==> src/rtl/uart_bus_pkg.sv <==
// Shared register map, STATUS/CTRL bit positions and shifter states for uart_bus_fifo.
// Also holds the divisor floor so that TX and RX clamp the divisor the same way.
package uart_bus_pkg;

    localparam logic [2:0] REG_TXDATA = 3'd0;
    localparam logic [2:0] REG_RXDATA = 3'd1;
    localparam logic [2:0] REG_STATUS = 3'd2;
    localparam logic [2:0] REG_DIVLO  = 3'd3;
    localparam logic [2:0] REG_DIVHI  = 3'd4;
    localparam logic [2:0] REG_CTRL   = 3'd5;
    localparam int         NUM_REGS   = 8;

    localparam int STAT_TX_FULL  = 0;
    localparam int STAT_TX_EMPTY = 1;
    localparam int STAT_RX_EMPTY = 2;
    localparam int STAT_RX_FULL  = 3;
    localparam int STAT_TX_BUSY  = 4;
    localparam int STAT_RX_OVF   = 5;
    localparam int STAT_FRM_ERR  = 6;
    localparam int STAT_TX_OVF   = 7;

    localparam int CTRL_RX_IEN = 0;
    localparam int CTRL_TX_IEN = 1;
    localparam int CTRL_FLUSH  = 6;
    localparam int CTRL_CLR    = 7;

    typedef enum logic [2:0] {
        S_IDLE,
        S_START,
        S_DATA,
        S_PARITY,
        S_STOP
    } uart_state_e;

    function automatic logic [15:0] eff_div(input logic [15:0] div);
        return (div < 16'd4) ? 16'd4 : div;
    endfunction

endpackage

==> src/rtl/sync_fifo.sv <==
// Single-clock FIFO with fall-through read data; push+pop in one cycle always both succeed.
// Flush empties the FIFO and wins over a same-cycle push; full drops pushes unless popping.
module sync_fifo #(
    parameter int DSIZE = 8,
    parameter int ASIZE = 4
) (
    input  logic             i_clk,
    input  logic             i_rst,
    input  logic             i_push,
    input  logic [DSIZE-1:0] i_push_dat,
    input  logic             i_pop,
    input  logic             i_flush,
    output logic [DSIZE-1:0] o_pop_dat,
    output logic             o_full,
    output logic             o_empty
);

    localparam int DEPTH = 1 << ASIZE;

    logic [DSIZE-1:0] r_mem [DEPTH];
    logic [ASIZE-1:0] r_wptr;
    logic [ASIZE-1:0] r_rptr;
    logic [ASIZE:0]   r_count;
    logic             w_do_push;
    logic             w_do_pop;

    assign o_full    = (r_count == (ASIZE+1)'(DEPTH));
    assign o_empty   = (r_count == '0);
    assign w_do_push = i_push & (~o_full | i_pop) & ~i_flush;
    assign w_do_pop  = i_pop & (~o_empty | i_push);
    // An empty FIFO popped while being pushed hands the incoming word straight through.
    assign o_pop_dat = o_empty ? i_push_dat : r_mem[r_rptr];

    always_ff @(posedge i_clk) begin
        if (w_do_push) begin
            r_mem[r_wptr] <= i_push_dat;
        end
    end

    always_ff @(posedge i_clk or posedge i_rst) begin
        if (i_rst) begin
            r_wptr  <= '0;
            r_rptr  <= '0;
            r_count <= '0;
        end else if (i_flush) begin
            r_wptr  <= '0;
            r_rptr  <= '0;
            r_count <= '0;
        end else begin
            if (w_do_push) r_wptr <= r_wptr + 1'b1;
            if (w_do_pop)  r_rptr <= r_rptr + 1'b1;
            r_count <= r_count + (ASIZE+1)'(w_do_push) - (ASIZE+1)'(w_do_pop);
        end
    end

endmodule

==> src/rtl/uart_bus_fifo.sv <==
// Bus-mapped UART with TX/RX FIFOs; registered reads (1 cycle), full FIFOs drop and flag overflow.
// Define UART_PARITY_EN for 8E1 framing; default build is 8N1. Bus accesses decode only inside the 8-register window.
module uart_bus_fifo
    import uart_bus_pkg::*;
#(
    parameter logic [15:0] BaseAddress     = 16'h0000,
    parameter logic [15:0] Address_Wording = 16'd1,
    parameter logic [15:0] DefaultDivisor  = 16'd434,
    parameter int          FifoDepthLog2   = 4
) (
    input  logic        clk_i,
    input  logic        reset_i,
    input  logic [15:0] address_i,
    input  logic [7:0]  data_i,
    input  logic        rd_wr_i,
    output logic [7:0]  data_o,
    output logic        irq_o,
    input  logic        rx_i,
    output logic        tx_o
);

    logic [15:0] w_off;
    logic        w_hit;
    logic [2:0]  w_reg;
    logic        w_wr, w_rd, w_wr_tx, w_rd_rx, w_wr_ctrl, w_flush, w_clr;
    logic [15:0] r_div;
    logic        r_rx_ien, r_tx_ien;
    logic        r_tx_ovf, r_rx_ovf, r_frm_err;
    logic [7:0]  r_dout;
    logic        r_irq;
    logic [7:0]  w_status;

    logic        w_tx_full, w_tx_empty, w_tx_pop;
    logic [7:0]  w_tx_dat;
    logic        w_rx_full, w_rx_empty, w_rx_push, w_rx_err;
    logic [7:0]  w_rx_rdat;

    assign w_off = address_i - BaseAddress;

    always_comb begin
        w_hit = 1'b0;
        w_reg = 3'd0;
        for (int k = 0; k < NUM_REGS; k++) begin
            if (w_off == 16'(k) * Address_Wording) begin
                w_hit = 1'b1;
                w_reg = 3'(k);
            end
        end
    end

    assign w_wr      = w_hit & rd_wr_i;
    assign w_rd      = w_hit & ~rd_wr_i;
    assign w_wr_tx   = w_wr & (w_reg == REG_TXDATA);
    assign w_rd_rx   = w_rd & (w_reg == REG_RXDATA);
    assign w_wr_ctrl = w_wr & (w_reg == REG_CTRL);
    assign w_flush   = w_wr_ctrl & data_i[CTRL_FLUSH];
    assign w_clr     = w_wr_ctrl & data_i[CTRL_CLR];

    sync_fifo #(.DSIZE(8), .ASIZE(FifoDepthLog2)) u_tx_fifo (
        .i_clk      (clk_i),
        .i_rst      (reset_i),
        .i_push     (w_wr_tx),
        .i_push_dat (data_i),
        .i_pop      (w_tx_pop),
        .i_flush    (w_flush),
        .o_pop_dat  (w_tx_dat),
        .o_full     (w_tx_full),
        .o_empty    (w_tx_empty)
    );

    // ---------------- transmitter ----------------
    uart_state_e r_tx_state, w_tx_nxt;
    logic [15:0] r_tx_cnt, r_tx_div;
    logic [7:0]  r_tx_shift;
    logic [2:0]  r_tx_bit;
    logic        r_tx, w_tx_line, w_tx_end;
`ifdef UART_PARITY_EN
    logic        r_tx_par;
`endif

    assign w_tx_end = (r_tx_cnt == r_tx_div - 16'd1);

    always_comb begin
        w_tx_nxt  = r_tx_state;
        w_tx_pop  = 1'b0;
        w_tx_line = r_tx;
        case (r_tx_state)
            S_IDLE: if (!w_tx_empty) begin
                w_tx_pop  = 1'b1;
                w_tx_nxt  = S_START;
                w_tx_line = 1'b0;
            end
            S_START: if (w_tx_end) begin
                w_tx_nxt  = S_DATA;
                w_tx_line = r_tx_shift[0];
            end
            S_DATA: if (w_tx_end) begin
                if (r_tx_bit == 3'd7) begin
`ifdef UART_PARITY_EN
                    w_tx_nxt  = S_PARITY;
                    w_tx_line = r_tx_par;
`else
                    w_tx_nxt  = S_STOP;
                    w_tx_line = 1'b1;
`endif
                end else begin
                    w_tx_line = r_tx_shift[1];
                end
            end
            S_PARITY: if (w_tx_end) begin
                w_tx_nxt  = S_STOP;
                w_tx_line = 1'b1;
            end
            S_STOP: if (w_tx_end) begin
                // Chain straight into the next start bit when more data is queued.
                if (!w_tx_empty) begin
                    w_tx_pop  = 1'b1;
                    w_tx_nxt  = S_START;
                    w_tx_line = 1'b0;
                end else begin
                    w_tx_nxt  = S_IDLE;
                    w_tx_line = 1'b1;
                end
            end
            default: begin
                w_tx_nxt  = S_IDLE;
                w_tx_line = 1'b1;
            end
        endcase
    end

    always_ff @(posedge clk_i or posedge reset_i) begin
        if (reset_i) begin
            r_tx_state <= S_IDLE;
            r_tx_cnt   <= '0;
            r_tx_div   <= 16'd4;
            r_tx_shift <= '0;
            r_tx_bit   <= '0;
            r_tx       <= 1'b1;
`ifdef UART_PARITY_EN
            r_tx_par   <= 1'b0;
`endif
        end else begin
            r_tx_state <= w_tx_nxt;
            r_tx       <= w_tx_line;
            if (w_tx_pop) begin
                r_tx_shift <= w_tx_dat;
                r_tx_div   <= eff_div(r_div);
                r_tx_cnt   <= '0;
                r_tx_bit   <= '0;
`ifdef UART_PARITY_EN
                r_tx_par   <= ^w_tx_dat;
`endif
            end else if (r_tx_state != S_IDLE) begin
                if (w_tx_end) begin
                    r_tx_cnt <= '0;
                    if (r_tx_state == S_DATA) begin
                        r_tx_shift <= r_tx_shift >> 1;
                        r_tx_bit   <= r_tx_bit + 3'd1;
                    end
                end else begin
                    r_tx_cnt <= r_tx_cnt + 16'd1;
                end
            end
        end
    end

    // ---------------- receiver ----------------
    uart_state_e r_rx_state, w_rx_nxt;
    logic [15:0] r_rx_cnt, r_rx_div;
    logic [7:0]  r_rx_shift;
    logic [2:0]  r_rx_bit;
    logic        r_rx_s1, r_rx_s2, r_rx_d;
    logic        w_rx_start, w_rx_half, w_rx_end;
`ifdef UART_PARITY_EN
    logic        r_rx_par_err;
`endif

    assign w_rx_half = (r_rx_cnt == (r_rx_div >> 1) - 16'd1);
    assign w_rx_end  = (r_rx_cnt == r_rx_div - 16'd1);

    always_comb begin
        w_rx_nxt   = r_rx_state;
        w_rx_start = 1'b0;
        w_rx_push  = 1'b0;
        w_rx_err   = 1'b0;
        case (r_rx_state)
            S_IDLE: if (!r_rx_s2 && r_rx_d) begin
                w_rx_start = 1'b1;
                w_rx_nxt   = S_START;
            end
            S_START: if (w_rx_half) begin
                w_rx_nxt = r_rx_s2 ? S_IDLE : S_DATA;
            end
            S_DATA: if (w_rx_end && r_rx_bit == 3'd7) begin
`ifdef UART_PARITY_EN
                w_rx_nxt = S_PARITY;
`else
                w_rx_nxt = S_STOP;
`endif
            end
            S_PARITY: if (w_rx_end) begin
                w_rx_nxt = S_STOP;
            end
            S_STOP: if (w_rx_end) begin
                w_rx_nxt  = S_IDLE;
                w_rx_push = 1'b1;
`ifdef UART_PARITY_EN
                w_rx_err  = ~r_rx_s2 | r_rx_par_err;
`else
                w_rx_err  = ~r_rx_s2;
`endif
            end
            default: w_rx_nxt = S_IDLE;
        endcase
    end

    always_ff @(posedge clk_i or posedge reset_i) begin
        if (reset_i) begin
            r_rx_s1    <= 1'b1;
            r_rx_s2    <= 1'b1;
            r_rx_d     <= 1'b1;
            r_rx_state <= S_IDLE;
            r_rx_cnt   <= '0;
            r_rx_div   <= 16'd4;
            r_rx_shift <= '0;
            r_rx_bit   <= '0;
`ifdef UART_PARITY_EN
            r_rx_par_err <= 1'b0;
`endif
        end else begin
            r_rx_s1    <= rx_i;
            r_rx_s2    <= r_rx_s1;
            r_rx_d     <= r_rx_s2;
            r_rx_state <= w_rx_nxt;
            if (w_rx_start) begin
                r_rx_div <= eff_div(r_div);
                r_rx_cnt <= '0;
                r_rx_bit <= '0;
`ifdef UART_PARITY_EN
                r_rx_par_err <= 1'b0;
`endif
            end else if (r_rx_state == S_START) begin
                r_rx_cnt <= w_rx_half ? 16'd0 : r_rx_cnt + 16'd1;
            end else if (r_rx_state != S_IDLE) begin
                if (w_rx_end) begin
                    r_rx_cnt <= '0;
                    if (r_rx_state == S_DATA) begin
                        r_rx_shift <= {r_rx_s2, r_rx_shift[7:1]};
                        r_rx_bit   <= r_rx_bit + 3'd1;
                    end
`ifdef UART_PARITY_EN
                    if (r_rx_state == S_PARITY) begin
                        r_rx_par_err <= r_rx_s2 ^ (^r_rx_shift);
                    end
`endif
                end else begin
                    r_rx_cnt <= r_rx_cnt + 16'd1;
                end
            end
        end
    end

    sync_fifo #(.DSIZE(8), .ASIZE(FifoDepthLog2)) u_rx_fifo (
        .i_clk      (clk_i),
        .i_rst      (reset_i),
        .i_push     (w_rx_push),
        .i_push_dat (r_rx_shift),
        .i_pop      (w_rd_rx),
        .i_flush    (w_flush),
        .o_pop_dat  (w_rx_rdat),
        .o_full     (w_rx_full),
        .o_empty    (w_rx_empty)
    );

    // ---------------- registers, flags, read path ----------------
    always_comb begin
        w_status                = '0;
        w_status[STAT_TX_FULL]  = w_tx_full;
        w_status[STAT_TX_EMPTY] = w_tx_empty;
        w_status[STAT_RX_EMPTY] = w_rx_empty;
        w_status[STAT_RX_FULL]  = w_rx_full;
        w_status[STAT_TX_BUSY]  = (r_tx_state != S_IDLE);
        w_status[STAT_RX_OVF]   = r_rx_ovf;
        w_status[STAT_FRM_ERR]  = r_frm_err;
        w_status[STAT_TX_OVF]   = r_tx_ovf;
    end

    always_ff @(posedge clk_i or posedge reset_i) begin
        if (reset_i) begin
            r_div     <= DefaultDivisor;
            r_rx_ien  <= 1'b0;
            r_tx_ien  <= 1'b0;
            r_tx_ovf  <= 1'b0;
            r_rx_ovf  <= 1'b0;
            r_frm_err <= 1'b0;
            r_dout    <= '0;
            r_irq     <= 1'b0;
        end else begin
            if (w_wr && w_reg == REG_DIVLO) r_div[7:0]  <= data_i;
            if (w_wr && w_reg == REG_DIVHI) r_div[15:8] <= data_i;
            if (w_wr_ctrl) begin
                r_rx_ien <= data_i[CTRL_RX_IEN];
                r_tx_ien <= data_i[CTRL_TX_IEN];
            end
            // A flag being set in the same cycle as a clear stays set.
            r_tx_ovf  <= (r_tx_ovf & ~w_clr) | (w_wr_tx & w_tx_full & ~w_tx_pop & ~w_flush);
            r_rx_ovf  <= (r_rx_ovf & ~w_clr) | (w_rx_push & w_rx_full & ~w_rd_rx & ~w_flush);
            r_frm_err <= (r_frm_err & ~w_clr) | w_rx_err;
            if (w_rd) begin
                case (w_reg)
                    REG_RXDATA: r_dout <= (w_rx_empty && !w_rx_push) ? 8'h00 : w_rx_rdat;
                    REG_STATUS: r_dout <= w_status;
                    REG_DIVLO:  r_dout <= r_div[7:0];
                    REG_DIVHI:  r_dout <= r_div[15:8];
                    REG_CTRL:   r_dout <= {6'b0, r_tx_ien, r_rx_ien};
                    default:    r_dout <= 8'h00;
                endcase
            end
            r_irq <= (r_rx_ien & ~w_rx_empty) | (r_tx_ien & w_tx_empty & (r_tx_state == S_IDLE));
        end
    end

    assign data_o = r_dout;
    assign irq_o  = r_irq;
    assign tx_o   = r_tx;

endmodule

==> config.mk <==
export PLATFORM = sky130hd
export DESIGN_NAME = uart_bus_fifo
export DESIGN_NICKNAME = d
export VERILOG_FILES = /design/src/rtl/uart_bus_pkg.sv /design/src/rtl/sync_fifo.sv /design/src/rtl/uart_bus_fifo.sv
export SDC_FILE = /design/constraint.sdc
export NUM_CORES = 1
export LEC_CHECK = 0
export BUFFER_PORTS_ARGS = -buffer_cell sky130_fd_sc_hd__buf_2
export CAP_MARGIN = 20
export CORE_MARGIN = 4
export CORE_UTILIZATION = 35
export DETAILED_ROUTE_END_ITERATION = 10
export PLACE_DENSITY_LB_ADDON = 0.15
export SYNTH_ARGS = -nofsm -noshare
export SYNTH_HDL_FRONTEND = slang
export SYNTH_HIERARCHICAL = 1
export SYNTH_SLANG_ARGS = --single-unit
==> constraint.sdc <==
create_clock -name clk_i -period 8.3 [get_ports clk_i]
set_input_delay 1.245 -clock clk_i [delete_from_list [all_inputs] [get_ports clk_i]]
set_output_delay 1.245 -clock clk_i [all_outputs]
set_load 0.01 [all_outputs]
Word-level counts from Yosys, hierarchy flattened
Memory sizes are Yosys's and may differ from the RTL's.
Index checks and enable logic that the tools add are counted.

word-level totals
  bits in latches = 0
  register bits = 152
  logic and storage cells = 250
  memories = 2
  memory bits (writable) = 256
  output and inout port bits = 10
  ROM bits = 0
  input port bits = 28

memories
  memory           words  width  rd ports  clocked after memory_dff  wr ports  line             text
  u_rx_fifo.r_mem  16     8      1         0                         1         sync_fifo.sv:20  logic [DSIZE-1:0] r_mem [DEPTH];
  u_tx_fifo.r_mem  16     8      1         0                         1         sync_fifo.sv:20

cells by class
  mux-type cells = 87
  shifts and indexed selects = 0
  multipliers = 0
  order comparisons = 1
  equal/unequal tests = 39
  bitwise gates (word level) = 45
  add/sub/neg operators = 15
  divide/modulo/power cells = 0
  reduce and logical (&&, ||, !) cells = 32

operator list
  operator                 number
  $mux W16                 9
  $mux W3                  26
  $eq A16 B3 Y1 const B    4
  $mux W8                  7
  $eq A16 B16 Y1           3
  $pmux W8 S5              1
  $add A16 B1 Y16 const B  2
  $eq A16 B2 Y1 const B    2
  $mux W4                  8
  $sub A16 B1 Y16 const B  2
  $pmux W3 S5              2
  $mux W1                  29
  $and A1 B1 Y1            25
  $ne A2 B2 Y1 const B     12
  $reduce_bool A2 Y1       10
  $eq A3 B2 Y1 const B     6
  $eq A3 B3 Y1 const B     6
  $add A4 B1 Y4 const B    4
  $eq A16 B1 Y1 const B    1
  $logic_not A16 Y1        1
  $lt A16 B3 Y1 const B    1
  $sub A15 B1 Y16 const B  1
  $reduce_and A5 Y1        3
  $not A1 Y1               12
  other kinds (18)         42

Longest topological paths before layout
Gate-level depths: netlist (run 1).

  word-level depth = 17
  depth in mapped cells = 23
  depth with buffers taken out = 21

Hierarchy
Netlist (run 1), hierarchy kept.

by module, submodules not included
  module         cells an instance  times used  area each (µm²)  seq. area each (µm²)
  sync_fifo      328                2           6004.5           4169.0
  uart_bus_fifo  821                1           7817.5           3166.8

Worst setup path before layout (run 1)
OpenSTA, ideal clock, no wires.

  kind = register -> register
  start point = register r_tx_div[3]
  end point = register u_tx_fifo.r_count[4]
  clock period less this slack = 5.089 ns
  data required time = 8.141 ns
  library setup time = 0.159 ns
  stages on the path, launching flop included = 23
  setup slack = 3.211 ns
  arrival = 4.930 ns
  buffers on the path = 3
  path through = dfrtp_1 buf_6 or3_1 clkbuf_2 or4_4 mux2_2 mux2i_1 o22a_1 or4_4 a2111oi_4 buf_6 inv_1 a211oi_1 inv_1 ha_1 inv_1 ha_1 inv_1 fa_1 nor2b_1 o21bai_1 a21oi_1 nor3b_1

on the way
  longest elaborated chain between the ends = 10
  elaborated cells between the ends (all ways) = 11
  those cells by class = add/sub (3); eq/ne (1); mux (3); bitwise (4)

ends and longest elaborated chain
  item                         line                  text
  from (decl)                  uart_bus_fifo.sv:73   logic [15:0] r_tx_cnt, r_tx_div;
  from (signal assigned)       uart_bus_fifo.sv:148  r_tx_div <= eff_div(r_div);
  $sub A16 B1 Y16 (*)          uart_bus_fifo.sv:81   assign w_tx_end = (r_tx_cnt == r_tx_div - 16'd1);
  $eq A16 B16 Y1 (*)           uart_bus_fifo.sv:81
  $mux W1 (*)                  uart_bus_fifo.sv:114  S_STOP: if (w_tx_end) begin
  $pmux W1 S2 (*)              uart_bus_fifo.sv:87   case (r_tx_state)
  named net w_tx_pop           uart_bus_fifo.sv:33   logic w_tx_full, w_tx_empty, w_tx_pop;
  $or A1 B1 Y1                 sync_fifo.sv:29       assign w_do_push = i_push & (~o_full | i_pop) & ~i_flush;
  $and A1 B1 Y1 (2 in series)  sync_fifo.sv:29
  $add A5 B1 Y5                sync_fifo.sv:52       r_count <= r_count + (ASIZE+1)'(w_do_push) - (ASIZE+1)'(w_do_pop);
  $sub A5 B1 Y5 (*)            sync_fifo.sv:52
  $mux W5 (*)                  sync_fifo.sv:45       end else if (i_flush) begin
  to (signal assigned)         sync_fifo.sv:52
  to (decl)                    sync_fifo.sv:23       logic [ASIZE:0] r_count;

The timed path passes the listed nets; every way through them passes the cells marked *.
A chain may end at the register's enable or synchronous reset.

Worst setup path in the final report (run 1)
  start point = register r_rx_div[0]
  end point = register u_rx_fifo.r_count[4]

on the way
  longest elaborated chain between the ends = 9
  elaborated cells between the ends (all ways) = 11
  those cells by class = add/sub (3); eq/ne (1); mux (3); bitwise (4)

ends and longest elaborated chain
  item                         line                  text
  from (decl)                  uart_bus_fifo.sv:170  logic [15:0] r_rx_cnt, r_rx_div;
  from (signal assigned)       uart_bus_fifo.sv:237  r_rx_div <= eff_div(r_div);
  $sub A16 B1 Y16 (*)          uart_bus_fifo.sv:180  assign w_rx_end = (r_rx_cnt == r_rx_div - 16'd1);
  $eq A16 B16 Y1 (*)           uart_bus_fifo.sv:180
  $mux W1 (*)                  uart_bus_fifo.sv:205  S_STOP: if (w_rx_end) begin
  $mux W1 (*)                  uart_bus_fifo.sv:187  case (r_rx_state)
  named net w_rx_push          uart_bus_fifo.sv:35   logic w_rx_full, w_rx_empty, w_rx_push, w_rx_err;
  $and A1 B1 Y1 (2 in series)  sync_fifo.sv:29
  $add A5 B1 Y5                sync_fifo.sv:52
  $sub A5 B1 Y5 (*)            sync_fifo.sv:52
  $mux W5 (*)                  sync_fifo.sv:45
  to (signal assigned)         sync_fifo.sv:52
  to (decl)                    sync_fifo.sv:23

Marks and branches as above.

==> results of run 1 <==
[path summary, 6_finish.rpt]
path	startpoint	end	slack, ps	cells past startpoint
min in group asynchronous	reset_i	u_rx_fifo/r_wptr[2]	790	2
worst min register to register	r_rx_s1	r_rx_s2	360	0
worst max-delay path	r_rx_div[0]	u_rx_fifo/r_count[4]	2880	20
max in group asynchronous	reset_i	r_rx_div[12]	6290	3
worst max register to register	r_rx_div[0]	u_rx_fifo/r_count[4]	2880	20
worst min-delay path	r_rx_s1	r_rx_s2	360	0
[cells in the mapped netlist, types with 32 or more instances]
cell | count | share of area
a21oi_1 | 39 | 0.0098
clkbuf_1 | 64 | 0.012
dfrtp_1 | 141 | 0.18
edfxtp_1 | 256 | 0.39
inv_1 | 57 | 0.011
mux2_2 | 52 | 0.030
mux2i_1 | 50 | 0.025
mux4_2 | 32 | 0.036
nand2_1 | 62 | 0.012
nand3_1 | 32 | 0.0081
nor2_1 | 126 | 0.024
nor3_1 | 59 | 0.015
xnor2_1 | 49 | 0.022
xor2_1 | 41 | 0.018
[state kept, by name, indices dropped and copies added (netlist names), 8 cells and up]
signal / cells
r_tx_shift: 8
data_o: 8
r_div: 16
u_rx_fifo/r_mem: 128
r_rx_div: 16
u_tx_fifo/r_mem: 128
r_rx_cnt: 16
r_tx_div: 16
r_tx_cnt: 16
r_rx_shift: 8
[routing by layer]
layer,global-route usage,up-vias
met5,0,-
met4,0.04372,2
met3,0.02786,69
met2,0.2424,288
met1,0.2308,6073
li1,-,5650
[worst max-delay path, stage by stage (launching register included)]
cell and delay (ps):
dfrtp_1 460, inv_1 130, ha_1 210, nor3b_1 420, nand3_1 170, nor4_1 300, a21oi_1 130, or4b_2 790
nor4_2 530, inv_1 170, a211oi_1 500, inv_1 90, ha_1 290, inv_1 50, ha_1 150, inv_1 50
fa_1 380, nor2b_1 160, o21bai_1 100, nand3_1 80, nor3b_1 170
[kinds of logic after synthesis]
family | count (synthesis) | synth area share
xor+xnor | 90 | 0.03976
buf+inv | 152 | 0.03805
flops | 408 | 0.5803
simple gates | 412 | 0.1065
fa+ha+maj | 33 | 0.02158
mux | 177 | 0.1386
compound gates | 205 | 0.07523
[power breakdown]
| group | internal [uW] | switching [uW] |
|---|---|---|
| Sequential | 2250 | 105 |
| Clock | 1200 | 857 |
| Combinational | 376 | 489 |
[per-stage QoR]
step | power [uW] | worst slack [ps] | utilization
after floorplan | 3038 | 3211 | -
after global placement | 3255 | 2920 | 0.3705
after detailed placement | 3271 | 2857 | 0.3706
after CTS | 5363 | 2819 | 0.3981
after global routing | 5551 | 2360 | 0.3984
final | 5282 | 2880 | 0.3986
[cell type report]
type	instances	area share
Clock buffer	58	0.05631
Timing Repair Buffer	62	0.01687
Clock inverter	29	0.01264
Tap cell	748	0.04221
Antenna cell	4	0.0004514
Inverter	57	0.009875
Multi-Input combinational cell	917	0.3427
Sequential cell	408	0.5190
==> out/metrics.cfg, run 1 <==
[run_status]
outcome = finished, final reports clean

[timing]
timing.final.crit_period_ps = 5420
holdWs_ps = 355.1
relSlewSlack = 0.3506
fin_crit_sh = 0.6530
rsz0062_at_grt = false
fin_skew_ps = 16.70
slew_violations = 0
tns_ps = 0
tightest_slew_ps = 970.5
setup_violations = 0
hold_viol = 0
max_freq_mhz = 184.5

[power_and_ir_drop]
p_leak_uw = 0.008271
powerDensity_mw_per_mm2 = 238.2
irDropWorstVdd_mv = 0.1542

[setup_path]
required_ps = 8800
cp_max_fo = 7
cp.arrival_ps = 5920
end_kind = flop
criticalPathCategory = flop to flop
start_kind = flop

[cells_and_area]
syn_to_final_growth_pct = 11.84
final_cells = 2283
final_cell_mix = edfxtp_1, dfrtp_1, nor2_1
final_common_cell = edfxtp_1
final_area_mm2 = 0.02217
nNetsFinal = 1554
drive_above_1_share = 0.1731
multi_input_area_mm2 = 0.007599
fillCellCount = 5213
register_area_mm2 = 0.01151

[clocking]
post-cts-setup-buffer-count = 0
holdBufCountCts = 0
htree_num_levels = 2
cts_buffer_depth = 3
cts_root_buffer = clkbuf_16
cts_buffers = 47
insertion_delay_ps = 580
cts_sinks = 408
cts.repair.resized = 0
cts_tree = yes
cts.clk_slew.worst_paths_ps = 60

[place]
placed_area_mm2 = 0.02062
gp_congestion = 0.8263
port_buffers = 37
place_hpwl_um = 31140
place_inst = 2190

[global_route]
grt_usage = 0.1577
grt_pass1_vias = 12250
grt_pass1_wl_um = 74440
grt_overflow = 0
grt_max_degree = 85
antenna_found_initial = 4

[routing]
vias = 12080
drtAntennaViolNets = 0
top_layer_used = met5
drt_iter0_markers = 811
wl_per_cell_um = 20.86
met3RoutedLength_um = 2499
drc_errors = 0
drt-pass1-iter-count = 6
wl_met2_um = 21330
via_per_inst = 5.292
wirelength_um = 47620
wl_met1_um = 22750

[logic_synthesis]
ys_types = 86
post_synth.cell_area_avg_um2 = 13.42
synth_edf_count = 256
syn_inst = 1477
synth_warnings = 6
syn_area_mm2 = 0.01983
syn-num-nets = 1538
synth_ff_type = edfxtp_1
seq_area_frac_synth = 0.5803
ys_seq_elements = 408
async_flop_share = 0.3725

[floorplan]
core_mm2 = 0.05563
num_rows = 86
die_w_um = 246.0
ios = 38
start_util = 0.3564
die_y_um = 246.0
dieArea_mm2 = 0.06052

[min_path]
hold_class = flop to flop

[run]
drv_cap = 0

Note: power is estimated with default switching activity, not from simulation.
==> run 2, diff against run 1 <==
--- a/config.mk
+++ b/config.mk
@@ -5,6 +5,7 @@
 export SDC_FILE = /design/constraint.sdc
 export NUM_CORES = 1
 export LEC_CHECK = 0
+export ABC_AREA = 1
 export BUFFER_PORTS_ARGS = -buffer_cell sky130_fd_sc_hd__buf_2
 export CAP_MARGIN = 20
 export CORE_MARGIN = 4
==> constraint.sdc (replaced) <==
create_clock -name clk_i -period 4.45 [get_ports clk_i]
set_input_delay 0.6675 -clock clk_i [delete_from_list [all_inputs] [get_ports clk_i]]
set_output_delay 0.6675 -clock clk_i [all_outputs]
set_load 0.01 [all_outputs]
==> run 2 against run 1 <==
Against the previous run:
- area after synthesis up 7.9%
- combinational power grew to 3.3 times the previous value
- critical path depth up 5
- sequential share of layout area decreased by 4.0 points
- count of clock-buffer cells in the layout is 6 higher
- core utilization fell by 0.12 points
- fmax up 35%
- clock power is 86% higher
==> out/metrics.cfg, run 2 <==
[logic_synthesis]
seq_area_frac_synth = 0.5377  ; -0.04255
synth.most_common_cell = nand2_1
syn_area_mm2 = 0.02140  ; +7.9%
yosys.area.top_type = edfxtp_1
synth_ff_type = edfxtp_1
post_synth.cell_area_avg_um2 = 8.413  ; -37%
async_flop_share = 0.3725  ; unchanged
synth_warnings = 6  ; unchanged
ys_types = 44  ; -49%
syn-num-nets = 2604  ; +69%
synth_edf_count = 256  ; unchanged
ys_seq_elements = 408  ; unchanged
netlist.area_leader.share = 0.3593  ; -0.02843
ys_top_cells_by_count = nand2_1, inv_1, nand3_1
syn_inst = 2543  ; +72%
synthTopCellsByArea = edfxtp_1, dfrtp_1, nand2_1

[cells_and_area]
final_cell_mix = nand2_1, inv_1, nand3_1
register_area_mm2 = 0.01151  ; unchanged
fillCellCount = 6059  ; +16%
fin_util = 0.3974  ; -0.001174
final_common_cell = nand2_1
nNetsFinal = 2659  ; +71%
drive_above_1_share = 0.1052  ; -0.06789
final_cells = 3416  ; +50%
syn_to_final_growth_pct = 12.32
multi_input_area_mm2 = 0.007915  ; +4.2%
reg_top3 = u_rx_fifo/r_mem x128, u_tx_fifo/r_mem x128

[routing]
vias = 16430  ; +36%
drt_iter0_markers = 1222  ; +51%
drc_errors = 0  ; unchanged
via_per_inst = 4.811  ; -9.1%
wirelength_um = 57390  ; +21%
drtAntennaViolNets = 0  ; unchanged
drt-pass1-iter-count = 5  ; -1
wl_per_cell_um = 16.80  ; -19%

[clocking]
post-cts-setup-buffer-count = 0  ; unchanged
cts_sinks = 408  ; unchanged
insertion_delay_ps = 600  ; +20 ps
cts.clk_slew.worst_paths_ps = 60  ; about the same
cts_root_buffer = clkbuf_16
cts_buffers = 47  ; unchanged
cts_buffer_depth = 3  ; unchanged
holdBufCountCts = 0  ; unchanged
cts_tree = yes
cts.repair.resized = 0  ; unchanged
htree_num_levels = 2  ; unchanged

[setup_path]
criticalPathCategory = flop to flop
end_kind = flop
required_ps = 4970  ; -3830 ps
cp_max_fo = 6  ; -1
reg2reg_slack_ps = 440  ; -2440 ps
cp.arrival_ps = 4540  ; -1380 ps
start_kind = flop

[timing]
setup_violations = 0  ; unchanged
fin_skew_ps = 29.24  ; +12.54 ps
hold_viol = 0  ; unchanged
slew_violations = 0  ; unchanged
max_freq_mhz = 249.2  ; +35%
holdWs_ps = 29.54  ; -325.6 ps
fin_crit_sh = 0.9017  ; +0.2487
tightest_slew_ps = 935.4  ; -35.17 ps
relSlewSlack = 0.3741  ; +0.02353
timing.final.crit_period_ps = 4012  ; -1407 ps
setup_ws_ps = 437.6  ; -2443 ps

[power_and_ir_drop]
powerDensity_mw_per_mm2 = 464.6  ; +95%
fin_total_pwr_uw = 11160  ; +110%
irDropWorstVdd_mv = 0.3990  ; +160%
p_leak_uw = 0.01121  ; +35%

[global_route]
grt_pass1_vias = 15670  ; +28%
grt_overflow = 0  ; unchanged
grt_pass1_wl_um = 90110  ; +21%
grt_max_degree = 103  ; +21%
antenna_found_initial = 1  ; -3
grt_usage = 0.1767  ; +0.01894

[floorplan]
num_rows = 90  ; +4.7%
die_y_um = 255.2  ; +3.8%
ios = 38  ; unchanged
start_util = 0.3538  ; -0.002577
die_w_um = 255.2  ; +3.8%
dieArea_mm2 = 0.06515  ; +7.7%
core_mm2 = 0.06047  ; +8.7%

[place]
post-place-ws_ps = 185.1  ; -2671 ps
place_hpwl_um = 38700  ; +24%
gp_congestion = 0.8567  ; +3.7%
place_inst = 3330  ; +52%
port_buffers = 37  ; unchanged

[min_path]
hold_class = input pin to async pin

[run_status]
outcome = finished, final reports clean

[run]
drv_cap = 0  ; unchanged

[run 2: cell types whose count changed in the layout (fill, tap and decap cells not counted), moves of 40 or more]
cell / previous run / this run
nand3_1: 32 / 281
o21ai_0: 27 / 67
mux2_2: 52 / 0
inv_1: 56 / 335
nand2_1: 62 / 828
inv_2: 0 / 57
mux2i_1: 50 / 0
[run 2: worst paths after layout]
check,cells past startpoint,endpoint,start
hold reg to reg,0,r_rx_s2,r_rx_s1
max in group asynchronous,4,tx_o,reset_i
setup reg to reg,25,u_rx_fifo/r_count[4],r_rx_div[1]
min in group clk_i,1,r_rx_s1,rx_i
hold / removal,2,data_o[4],reset_i
setup / recovery,25,u_rx_fifo/r_count[4],r_rx_div[1]
[run 2: power breakdown]
group / internal [uW] / switching [uW] / total, uW
clock: 2240 / 1590 / 3840
sequential: 4180 / 302 / 4480
combinational: 920 / 1930 / 2850
[run 2: layout make-up]
cell class,count,share of cell area
sequential,408,0.4788
multi-input combinational,1652,0.3294
inverter,400,0.06279
clock buffer,64,0.05456
tap,782,0.04071
timing repair buffer,89,0.02478
clock inverter,20,0.008851
antenna,1,0.0001041
[run 2: per-stage QoR]
step | TNS, ps | instance area, um2
after CTS | 0 | 23980
after global routing | -10.98 | 24030
after global placement | 0 | 22460
after detailed placement | 0 | 22460
after floorplan | 0 | 21400
final | 0 | 24030
[run 2: kinds of logic (layout without fill, tap and decap cells)]
logic type      after synthesis  after routing  share of synthesized area
simple gates               1398           1398                     0.2792
fa+ha+maj                    33             33                    0.02000
compound gates              153            153                    0.04181
xor+xnor                     68             68                    0.02784
flops                       408            408                     0.5377
other cells                   0              1                          0
buf+inv                     483            573                    0.09339
[run 2: worst max-delay path, stage by stage (launching register included)]
cell,delay (ps)
dfrtp_1,400
inv_1,140
ha_2,260
inv_1,70
nor2_1,170
nand2_1,130
nor2_2,160
nand2_1,60
nand2_1,90
nand3_1,90
nor2_2,190
nand4_1,230
inv_2,160
nand2_1,100
nor2_2,190
inv_2,90
ha_1,270
inv_1,60
ha_1,150
inv_1,50
fa_1,350
inv_1,100
a21oi_1,70
o21bai_1,170
o21ai_1,90
a21oi_1,120
[run 2: layer usage]
metal	track usage	part of all wire
met4	0.04037	0.019
met1	0.2593	0.48
met5	0	0
met2	0.2791	0.45
met3	0.02510	0.046
